**config.mk**
```make
export PLATFORM = sky130hd
export DESIGN_NAME = pd_vote_filter_flat
export DESIGN_NICKNAME = d
export VERILOG_FILES = /design/src/rtl/pd_vote_filter_if.sv /design/src/rtl/pd_vote_filter.sv /design/src/flat_wrapper.sv
export SDC_FILE = /design/constraint.sdc
export NUM_CORES = 1
export LEC_CHECK = 0
export BUFFER_PORTS_ARGS = -buffer_cell sky130_fd_sc_hd__buf_2
export CAP_MARGIN = 20
export CORE_MARGIN = 2
export CORE_UTILIZATION = 60
export CTS_CLUSTER_DIAMETER = 30
export CTS_CLUSTER_SIZE = 8
export DETAILED_ROUTE_END_ITERATION = 8
export GPL_TIMING_DRIVEN = 1
export PLACE_DENSITY = 0.78
export SLEW_MARGIN = 20
export SYNTH_ARGS = -nofsm -noshare
export SYNTH_HDL_FRONTEND = slang
export SYNTH_SLANG_ARGS = --single-unit
```
**constraint.sdc**
```tcl
create_clock -name phase_clk -period 2.9 [get_ports phase_clk]
set_clock_uncertainty 0.15 [all_clocks]
set_input_delay 0.29 -clock phase_clk [delete_from_list [all_inputs] [get_ports phase_clk]]
set_output_delay 0.29 -clock phase_clk [all_outputs]
set_load 0.02 [all_outputs]
```
**src/rtl/pd_vote_filter_if.sv**
```systemverilog
// ---------------------------------------------------------------------------
// pd_vote_filter_if
// Bundles the sample and decision signals of the phase-detector vote filter.
//   sample_valid  sampler -> filter   lead/lag valid this cycle
//   lead          sampler -> filter   DCO edge leads reference
//   lag           sampler -> filter   DCO edge lags reference
//   p_up          filter  -> ctrl     1-cycle pulse, lead majority
//   p_down        filter  -> ctrl     1-cycle pulse, lag majority
//   dec_valid     filter  -> ctrl     1-cycle pulse at every window close
//   busy          filter  -> ctrl     high while samples are discarded
//   vote_cnt      filter  -> ctrl     latched vote (only with PD_VOTE_OUT_EN)
// modport master: sampler/controller side; modport slave: the filter itself.
// Optional feature macro: PD_VOTE_OUT_EN.
// ---------------------------------------------------------------------------
interface pd_vote_filter_if;
  logic sample_valid;
  logic lead;
  logic lag;
  logic p_up;
  logic p_down;
  logic dec_valid;
  logic busy;
`ifdef PD_VOTE_OUT_EN
  logic signed [8:0] vote_cnt;

  modport master (output sample_valid, lead, lag,
                  input  p_up, p_down, dec_valid, busy, vote_cnt);
  modport slave  (input  sample_valid, lead, lag,
                  output p_up, p_down, dec_valid, busy, vote_cnt);
`else
  modport master (output sample_valid, lead, lag,
                  input  p_up, p_down, dec_valid, busy);
  modport slave  (input  sample_valid, lead, lag,
                  output p_up, p_down, dec_valid, busy);
`endif
endinterface

```
**src/rtl/pd_vote_filter.sv**
```systemverilog
// ---------------------------------------------------------------------------
// pd_vote_filter
// Majority-vote filter between the bang-bang phase sampler and the PLL
// controller. Collects WINDOW valid lead/lag samples, emits at most one
// p_up/p_down decision per window, then holds off while the DCO settles.
// Ports:
//   phase_clk  in  clock, all logic on posedge
//   reset      in  synchronous active-high reset
//   bus        pd_vote_filter_if.slave (sample_valid/lead/lag in,
//              p_up/p_down/dec_valid/busy[/vote_cnt] out)
// Optional feature macro: PD_VOTE_OUT_EN adds the latched vote_cnt output.
// ---------------------------------------------------------------------------
module pd_vote_filter #(
  parameter int WINDOW  = 8,
  parameter int THRESH  = 3,
  parameter int SETTLE  = 4,
  parameter int HOLDOFF = 2
) (
  input  logic              phase_clk,
  input  logic              reset,
  pd_vote_filter_if.slave   bus
);

  localparam logic [7:0]        WIN_L  = 8'(WINDOW);
  localparam logic [7:0]        SET_L  = 8'(SETTLE);
  localparam logic [7:0]        HOLD_L = 8'(HOLDOFF);
  localparam logic signed [8:0] THR_P  = 9'(THRESH);
  localparam logic signed [8:0] THR_N  = -THR_P;

  typedef enum logic [1:0] {
    ST_SETTLE = 2'd0,
    ST_ACCUM  = 2'd1,
    ST_DECIDE = 2'd2,
    ST_HOLD   = 2'd3
  } state_t;

  state_t            r_state;
  logic signed [8:0] r_vote;
  logic [7:0]        r_nsamp;
  logic [7:0]        r_wait;
  logic              r_p_up;
  logic              r_p_down;
  logic              r_dec_valid;
  logic              r_busy;
`ifdef PD_VOTE_OUT_EN
  logic signed [8:0] r_vote_cnt;
`endif

  logic signed [8:0] w_vote_nxt;
  logic [7:0]        w_nsamp_nxt;
  logic              w_win_full;
  logic              w_settle_done;
  logic              w_hold_done;
  logic              w_up;
  logic              w_down;

  // Contribution of one sample: a clean lead or lag moves the vote, an
  // ambiguous sample (both or neither) carries no information.
  function automatic logic signed [8:0] vote_step(input logic lead, input logic lag);
    logic signed [8:0] step;
    case ({lead, lag})
      2'b10:   step = 9'sd1;
      2'b01:   step = -9'sd1;
      default: step = 9'sd0;
    endcase
    return step;
  endfunction

  // Next-sample arithmetic, wait-counter terminal detection, decision compare.
  always_comb begin
    w_vote_nxt    = r_vote + vote_step(bus.lead, bus.lag);
    w_nsamp_nxt   = r_nsamp + 8'd1;
    w_win_full    = (w_nsamp_nxt == WIN_L);
    // A zero-length wait leaves its state after a single cycle.
    w_settle_done = (SET_L == 8'd0) || (r_wait == (SET_L - 8'd1));
    w_hold_done   = (HOLD_L == 8'd0) || (r_wait == (HOLD_L - 8'd1));
    w_up          = (r_vote >= THR_P);
    w_down        = (r_vote <= THR_N);
  end

  // Vote FSM with registered decision outputs.
  always_ff @(posedge phase_clk) begin
    if (reset) begin
      r_state     <= ST_SETTLE;
      r_vote      <= 9'sd0;
      r_nsamp     <= 8'd0;
      r_wait      <= 8'd0;
      r_p_up      <= 1'b0;
      r_p_down    <= 1'b0;
      r_dec_valid <= 1'b0;
      r_busy      <= 1'b1;
`ifdef PD_VOTE_OUT_EN
      r_vote_cnt  <= 9'sd0;
`endif
    end else begin
      // Pulses last exactly one cycle unless DECIDE sets them below.
      r_p_up      <= 1'b0;
      r_p_down    <= 1'b0;
      r_dec_valid <= 1'b0;
      case (r_state)
        ST_SETTLE: begin
          if (w_settle_done) begin
            r_state <= ST_ACCUM;
            r_busy  <= 1'b0;
            r_wait  <= 8'd0;
          end else begin
            r_wait  <= r_wait + 8'd1;
          end
        end
        ST_ACCUM: begin
          if (bus.sample_valid) begin
            r_vote  <= w_vote_nxt;
            r_nsamp <= w_nsamp_nxt;
            if (w_win_full) begin
              r_state <= ST_DECIDE;
            end else begin
              r_state <= ST_ACCUM;
            end
          end else begin
            r_state <= ST_ACCUM;
          end
        end
        ST_DECIDE: begin
          r_p_up      <= w_up;
          r_p_down    <= w_down;
          r_dec_valid <= 1'b1;
          r_vote      <= 9'sd0;
          r_nsamp     <= 8'd0;
`ifdef PD_VOTE_OUT_EN
          r_vote_cnt  <= r_vote;
`endif
          // Only an emitted decision changes the DCO code and needs holdoff.
          if ((w_up || w_down) && (HOLD_L != 8'd0)) begin
            r_state <= ST_HOLD;
            r_busy  <= 1'b1;
            r_wait  <= 8'd0;
          end else begin
            r_state <= ST_ACCUM;
          end
        end
        ST_HOLD: begin
          if (w_hold_done) begin
            r_state <= ST_ACCUM;
            r_busy  <= 1'b0;
            r_wait  <= 8'd0;
          end else begin
            r_wait  <= r_wait + 8'd1;
          end
        end
        default: begin
          r_state <= ST_SETTLE;
          r_vote  <= 9'sd0;
          r_nsamp <= 8'd0;
          r_wait  <= 8'd0;
          r_busy  <= 1'b1;
        end
      endcase
    end
  end

  assign bus.p_up      = r_p_up;
  assign bus.p_down    = r_p_down;
  assign bus.dec_valid = r_dec_valid;
  assign bus.busy      = r_busy;
`ifdef PD_VOTE_OUT_EN
  assign bus.vote_cnt  = r_vote_cnt;
`endif

endmodule

```
**src/flat_wrapper.sv**
```systemverilog
// flat-port wrapper written by rule: the top's interface ports become plain ports
module pd_vote_filter_flat 
#(
  parameter int WINDOW  = 8,
  parameter int THRESH  = 3,
  parameter int SETTLE  = 4,
  parameter int HOLDOFF = 2
)
  (phase_clk, reset, bus_sample_valid, bus_lead, bus_lag, bus_p_up, bus_p_down, bus_dec_valid, bus_busy);
  pd_vote_filter_if bus_i ();
  input  logic phase_clk;
  input  logic reset;
  input wire logic [$bits(bus_i.sample_valid)-1:0] bus_sample_valid;
  input wire logic [$bits(bus_i.lead)-1:0] bus_lead;
  input wire logic [$bits(bus_i.lag)-1:0] bus_lag;
  output wire logic [$bits(bus_i.p_up)-1:0] bus_p_up;
  output wire logic [$bits(bus_i.p_down)-1:0] bus_p_down;
  output wire logic [$bits(bus_i.dec_valid)-1:0] bus_dec_valid;
  output wire logic [$bits(bus_i.busy)-1:0] bus_busy;
  assign bus_i.sample_valid = bus_sample_valid;
  assign bus_i.lead = bus_lead;
  assign bus_i.lag = bus_lag;
  assign bus_p_up = bus_i.p_up;
  assign bus_p_down = bus_i.p_down;
  assign bus_dec_valid = bus_i.dec_valid;
  assign bus_busy = bus_i.busy;
  pd_vote_filter #(.WINDOW(WINDOW), .THRESH(THRESH), .SETTLE(SETTLE), .HOLDOFF(HOLDOFF)) u_core (.phase_clk(phase_clk), .reset(reset), .bus(bus_i));
endmodule
```
Word level (Yosys, flattened, before mapping)
Cells that the tools add are included.
{ "classes": {"bitwise": 1, "n_mux": 20, "order_cmp": 2, "n_reduce_logical": 9, "add_sub_neg": 3, "n_eq_ne": 12} }
{ "op_table": {"columns": ["op", "n"], "rows": [
  ["9-bit case mux with 2 select lines", 2],
  ["8-bit two-way mux", 4],
  ["8-bit case mux with 3 select lines", 1],
  ["8-bit by 1-bit adder with 8-bit output, second input constant", 2],
  ["8-bit case mux with 2 select lines", 1],
  ["2-bit two-way mux", 5],
  ["9-bit adder", 1],
  ["9-bit by 3-bit >= comparator with 1-bit output, second input constant", 1],
  ["9-bit by 3-bit less-or-equal comparator with 1-bit output, second input constant", 1],
  ["9-bit two-way mux", 1],
  ["8-bit by 1-bit == test with 1-bit output, second input constant", 1],
  ["8-bit by 2-bit == test with 1-bit output, second input constant", 1],
  ["8-bit by 4-bit == test with 1-bit output, second input constant", 1],
  ["2-bit case mux with 4 select lines", 1],
  ["2-bit == test, second input constant", 3],
  ["2-bit by 1-bit != test with 1-bit output, second input constant", 3],
  ["2-bit AND reduction", 3],
  ["2-bit by 1-bit == test with 1-bit output, second input constant", 2],
  ["1-bit two-way mux", 4],
  ["4-bit AND reduction", 1],
  ["1-bit case mux with 3 select lines", 1],
  ["3-bit nonzero test", 1],
  ["2-bit zero test", 1],
  ["2-bit != test, second input constant", 1],
  ["4 further kinds", 4]
]} }
{ "totals": {"reg_bits": 31, "out_inout_bits": 4, "input_bits": 5, "wordCells": 55} }

Longest topological paths before layout
{ "depth": {"depth_word": 5, "ltp_mapped": 11, "ltp_nobuf": 11} }

Worst setup path after synthesis
Ideal clock, no wire load.
{ "synth_path": {"kind": "input-to-reg", "startpoint": "input port bus_lead", "endpoint": "register u_core.r_vote[7]", "setup_ns": 0.122, "required_ns": 2.628, "path_stages": 8, "arrival_time_ns": 2.136, "setup_slack_ns": 0.492, "n_path_buf": 0, "path_cell_list": "inv_1 > ha_1 > ha_1 > a21o_1 > a211o_1 > a2111oi_2 > nor3_1 > a311o_1"} }
{ "synth_via": {"elab_chain_cells": 5, "word_cells_on_any_way": 6, "cone_classes": "add/sub (1); eq/ne (2); mux (3)"} }
{ "synth_lines": {"columns": ["element", "line", "source"], "rows": [
  ["from (decl)", "flat_wrapper.sv:14", "input wire logic [$bits(bus_i.lead)-1:0] bus_lead;"],
  ["2-bit by 1-bit == test with 1-bit output or 2-bit == test (tied branches)", "pd_vote_filter.sv:61", "case ({lead, lag})"],
  ["9-bit case mux with 2 select lines *", "pd_vote_filter.sv:61", null],
  ["9-bit adder *", "pd_vote_filter.sv:71", "w_vote_nxt = r_vote + vote_step(bus.lead, bus.lag);"],
  ["9-bit two-way mux *", "pd_vote_filter.sv:111", "if (bus.sample_valid) begin"],
  ["9-bit case mux with 2 select lines *", "pd_vote_filter.sv:100", "case (r_state)"],
  ["to (signal assigned)", "pd_vote_filter.sv:112", "r_vote <= w_vote_nxt;"],
  ["to (decl)", "pd_vote_filter.sv:38", "logic signed [8:0] r_vote;"]
]} }
Mark *: on every way between the ends. The rest lies on a longest branch, timed or not. The select of a mux whose other input is x is not followed.
A chain may end at the register's enable or synchronous reset.

Worst setup path in the final report
{ "layout_path": {"startpoint": "register u_core.r_state[0]", "endpoint": "register u_core.r_vote[8]"} }
{ "layout_via": {"elab_chain_cells": 3, "word_cells_on_any_way": 6, "cone_classes": "eq/ne (3); mux (1); reduce/logical (2)"} }
{ "layout_lines": {"columns": ["element", "line", "source"], "rows": [
  ["from (decl)", "pd_vote_filter.sv:37", "state_t r_state;"],
  ["from (signal assigned)", "pd_vote_filter.sv:84", "r_state <= ST_SETTLE;"],
  ["from (signal assigned)", "pd_vote_filter.sv:103", "r_state <= ST_ACCUM;"],
  ["from (signal assigned)", "pd_vote_filter.sv:115", "r_state <= ST_DECIDE;"],
  ["2-bit by 1-bit == test with 1-bit output or 2-bit == test (tied branches)", "pd_vote_filter.sv:100", null],
  ["2-bit != test (no source line) or 2-bit nonzero test (tied branches)", null, null],
  ["2-bit AND reduction (no source line)", null, null]
]} }
Several ways; a longest one is shown, not always the timed one.

==> impl_results.md <==
* Antenna violations before repair at 0
* Pre-CTS setup slack at approximately 0.38 ns
* Data arrival, critical path at 2.32 ns
* Final max-slew violation count at 0
* Die area at between 3000 and 4000 um^2
* Type of the worst setup path: flop to flop
* Flop pwr share at 0.449
* Syn avg cell area at 8.43 um^2
* Post-synthesis adder-cell area fraction at 0.113
* Psw at approximately 0.00042 W
* Mux contribution to synthesized area at 0.0250
* Final setup vio count at 0
* Max incr delay on CP at 0.71 ns
* Rows at 21
* Cts-stage hold buffer count at 0
* Initial core utilization at 0.621
* # Max-Cap Violations at 0
* Gp weighted congestion at 0.830
* LEAKAGE at 0.849 nW
* Critical Path Source Type: flop
* Overall Global Routing Usage at 0.234
* Met3 usage at 0.0559
* Crit-path cells: ha_1 -> mux2i_2 -> buf_4 -> nor4_1 -> o21bai_1 -> nand3_1
* Routed vias at about 1800
* Count of state elements after synthesis at 31
* Detail Placement HPWL at between 2000 and 3000 um
* 1st-iter DRT viols at 98
* TritonCTS clock tree: yes
* Fmax at 0.444 GHz
* Max-slew headroom at 0.460
* Clock sink count at 31
* CTS H-tree lvls at 2
* CP Data Required Time at 2.97 ns
* Largest net degree at the start of global routing at 26
* Layout area overhead at 6.69%
* Placed Cells at approximately 300
* VDD IR max at 0.000261 V
* Synth Area in Compound Gates at 0.236
* Internal reg-to-reg setup slack at ~0.65 ns
* Post-route worst setup slack at 0.645 ns
* Cell family with most CP delay: multiplexers
* Slowest stage cell, crit path: mux2i_2
* Switching share of power at 0.364
* Tightest Hold Check Type: input port to flop
* Total power at between 0.001 and 0.0015 W
* Largest fanout on the critical path at 16
* Clock Latency Late Sink at about 0.34 ns
* Setup total negative slack at 0 ns
* Final Net Count at roughly 280
* Die outline height at 62.5 um
* M1 GR Usage at 0.285
* Cts bufs inserted at 5
* Most used DFF post-synth: dfxtp_1
* Yosys cell types at 58
* Logic pwr share at 0.335
* Most common cell after layout, fill and taps aside: dfxtp_1
* Met2 usage at 0.405
* Largest family of logic cells by synthesized area: simple AND/OR/NAND/NOR gates
* Antenna cell count at 0
* Setup Fix Bufs, Post-CTS at 0
* Register area share after synthesis at 0.302
* Power share of the clock group at 0.216
* IO buf count at 8
* Hold Fails Final Rpt at 0
* Die width at 62.5 um
* Post-Syn Area at ~2100 um^2
* Period utilisation layout at 0.777
* CTS max path bufs at 2
* Syn nets at 267
* WL/cell at 13.7 um
* Simple-Gate Fraction of Synth Area at 0.265
* # DRC at 0
* ANT nets after route at 0
* Vias per inst at 6.05
* Final wirelength at around 4100 um
* CTS root buf: clkbuf_4
* Post-synth EDFFs at 0
* Busiest grt layer: met2
* CP Capture Type: flop
* Worst path bufs/invs at 1
* # IOs at 9
* Grt ovf at 0
* Pint at about 0.00073 W
* Clk pin slew, worst setup/hold paths at 0.11 ns
* Status: finished, final reports clean
* Commonest non-fill, non-tap cells in the layout: dfxtp_1 (31), nor2_1 (25), a21oi_1 (22)
* Post_cts resized at 0
* PD cells at 525 nW/um^2
* Pre-antenna DRT Iters at 5
* Post-Synthesis Cells at roughly 240
* Xor and xnor area share after synthesis at 0.0128
* Yosys warns at 0
* Ys async rst share at 0
* CORE AREA at between 3000 and 4000 um^2
* First-pass GRT wire length at 7440 um
* Final non-filler cell total at approximately 300
* Worst-Margin Slew at 0.795 ns
* Vias in the first global route at 1750
* Share of cells above drive strength 1 at 0.145
* Tmin final at 2.25 ns
* Unrepaired setup endpoints after global routing: false
-- synthesized netlist by cell type (2+ instances only) --
library cell,count,share of area
mux2i_1,4,0.019
or4_1,5,0.018
o41ai_1,2,0.0085
or3_2,5,0.018
nor4_1,4,0.012
dfxtp_1,31,0.30
nor2b_1,4,0.012
o211a_1,2,0.0097
a31oi_1,5,0.015
clkbuf_1,6,0.011
o31ai_1,5,0.018
ha_1,17,0.10
o21a_1,3,0.011
inv_1,11,0.020
or3_1,5,0.015
nand4_1,2,0.0061
and4_1,2,0.0085
xor2_1,2,0.0085
nor2_1,25,0.046
nand2b_1,3,0.0091
nand2_1,11,0.020
nor4b_1,3,0.013
nand3_1,9,0.022
buf_6,2,0.011
nor3b_1,2,0.0073
o21ai_0,14,0.034
and2_1,2,0.0061
a22oi_1,2,0.0073
a21oi_1,22,0.054
nor3_1,6,0.015
-- through the flow --
step,hold slack (ns),cell area [um^2],util
floorplan,0.234,2060,-
global placement,0.328,2140,0.647
detailed placement,0.340,2140,0.647
CTS,0.189,2190,0.663
global route,0.220,2190,0.663
finish,0.190,2190,0.663
-- area by class of cell --
type	count	area [um^2]
Sequential cell	31	621
Fill cell	293	1120
Tap cell	46	57.6
Clock buffer	5	37.5
Inverter	11	41.3
Timing Repair Buffer	13	77.6
Multi-Input combinational cell	192	1340
Clock inverter	3	15.0
-- cells by family after synthesis --
family,Yosys count
AOI/OAI and AO/OA,70
xor gates and xnor gates,3
adders and majority gates,18
buffers and inverters,21
DFF,31
muxes,5
and+or+nand+nor,96
-- routing by layer --
metal | part of all wire | wire length, um
met4 | 0.012 | 50
met2 | 0.48 | 1980
met1 | 0.48 | 1980
met5 | 0 | 0
met3 | 0.028 | 117
-- path summary, 6_finish.rpt --
check	start	endpoint	depth (start not counted)
hold / removal	bus_sample_valid	u_core.r_state[1]$_SDFFE_PP0P_	4
setup / recovery	u_core.r_state[0]$_SDFFE_PP0P_	u_core.r_vote[8]$_SDFFE_PP0P_	6
setup reg to reg	u_core.r_state[0]$_SDFFE_PP0P_	u_core.r_vote[8]$_SDFFE_PP0P_	6
hold reg to reg	u_core.r_vote[6]$_SDFFE_PP0P_	u_core.r_vote[6]$_SDFFE_PP0P_	2
-- flip-flops by register name (all words and copies together), names as in the netlist --
signal                flops
u_core.bus.p_down         1
u_core.r_state            2
u_core.bus.dec_valid      1
u_core.bus.busy           1
u_core.r_wait             8
u_core.bus.p_up           1
u_core.r_vote             9
u_core.r_nsamp            8
-- tightest hold or removal path, delay by kind of cell --
| kind | cells | cell delay [ns] |
|---|---|---|
| buf+inv | 1 | 0.11 |
| compound gates | 1 | 0.11 |
| simple gates | 2 | 0.13 |
-- power groups by stage --
stage	combinational, W	clock (W)	sequential [W]
2_1_floorplan	0.000313	0	0.000517
3_3_place_gp	0.000377	0	0.000524
3_5_place_dp	0.000384	0	0.000525
4_1_cts	0.000387	0.000252	0.000516
5_1_grt	0.000434	0.000282	0.000524
6_report	0.000385	0.000249	0.000517
(Power assumes the default switching activity.)
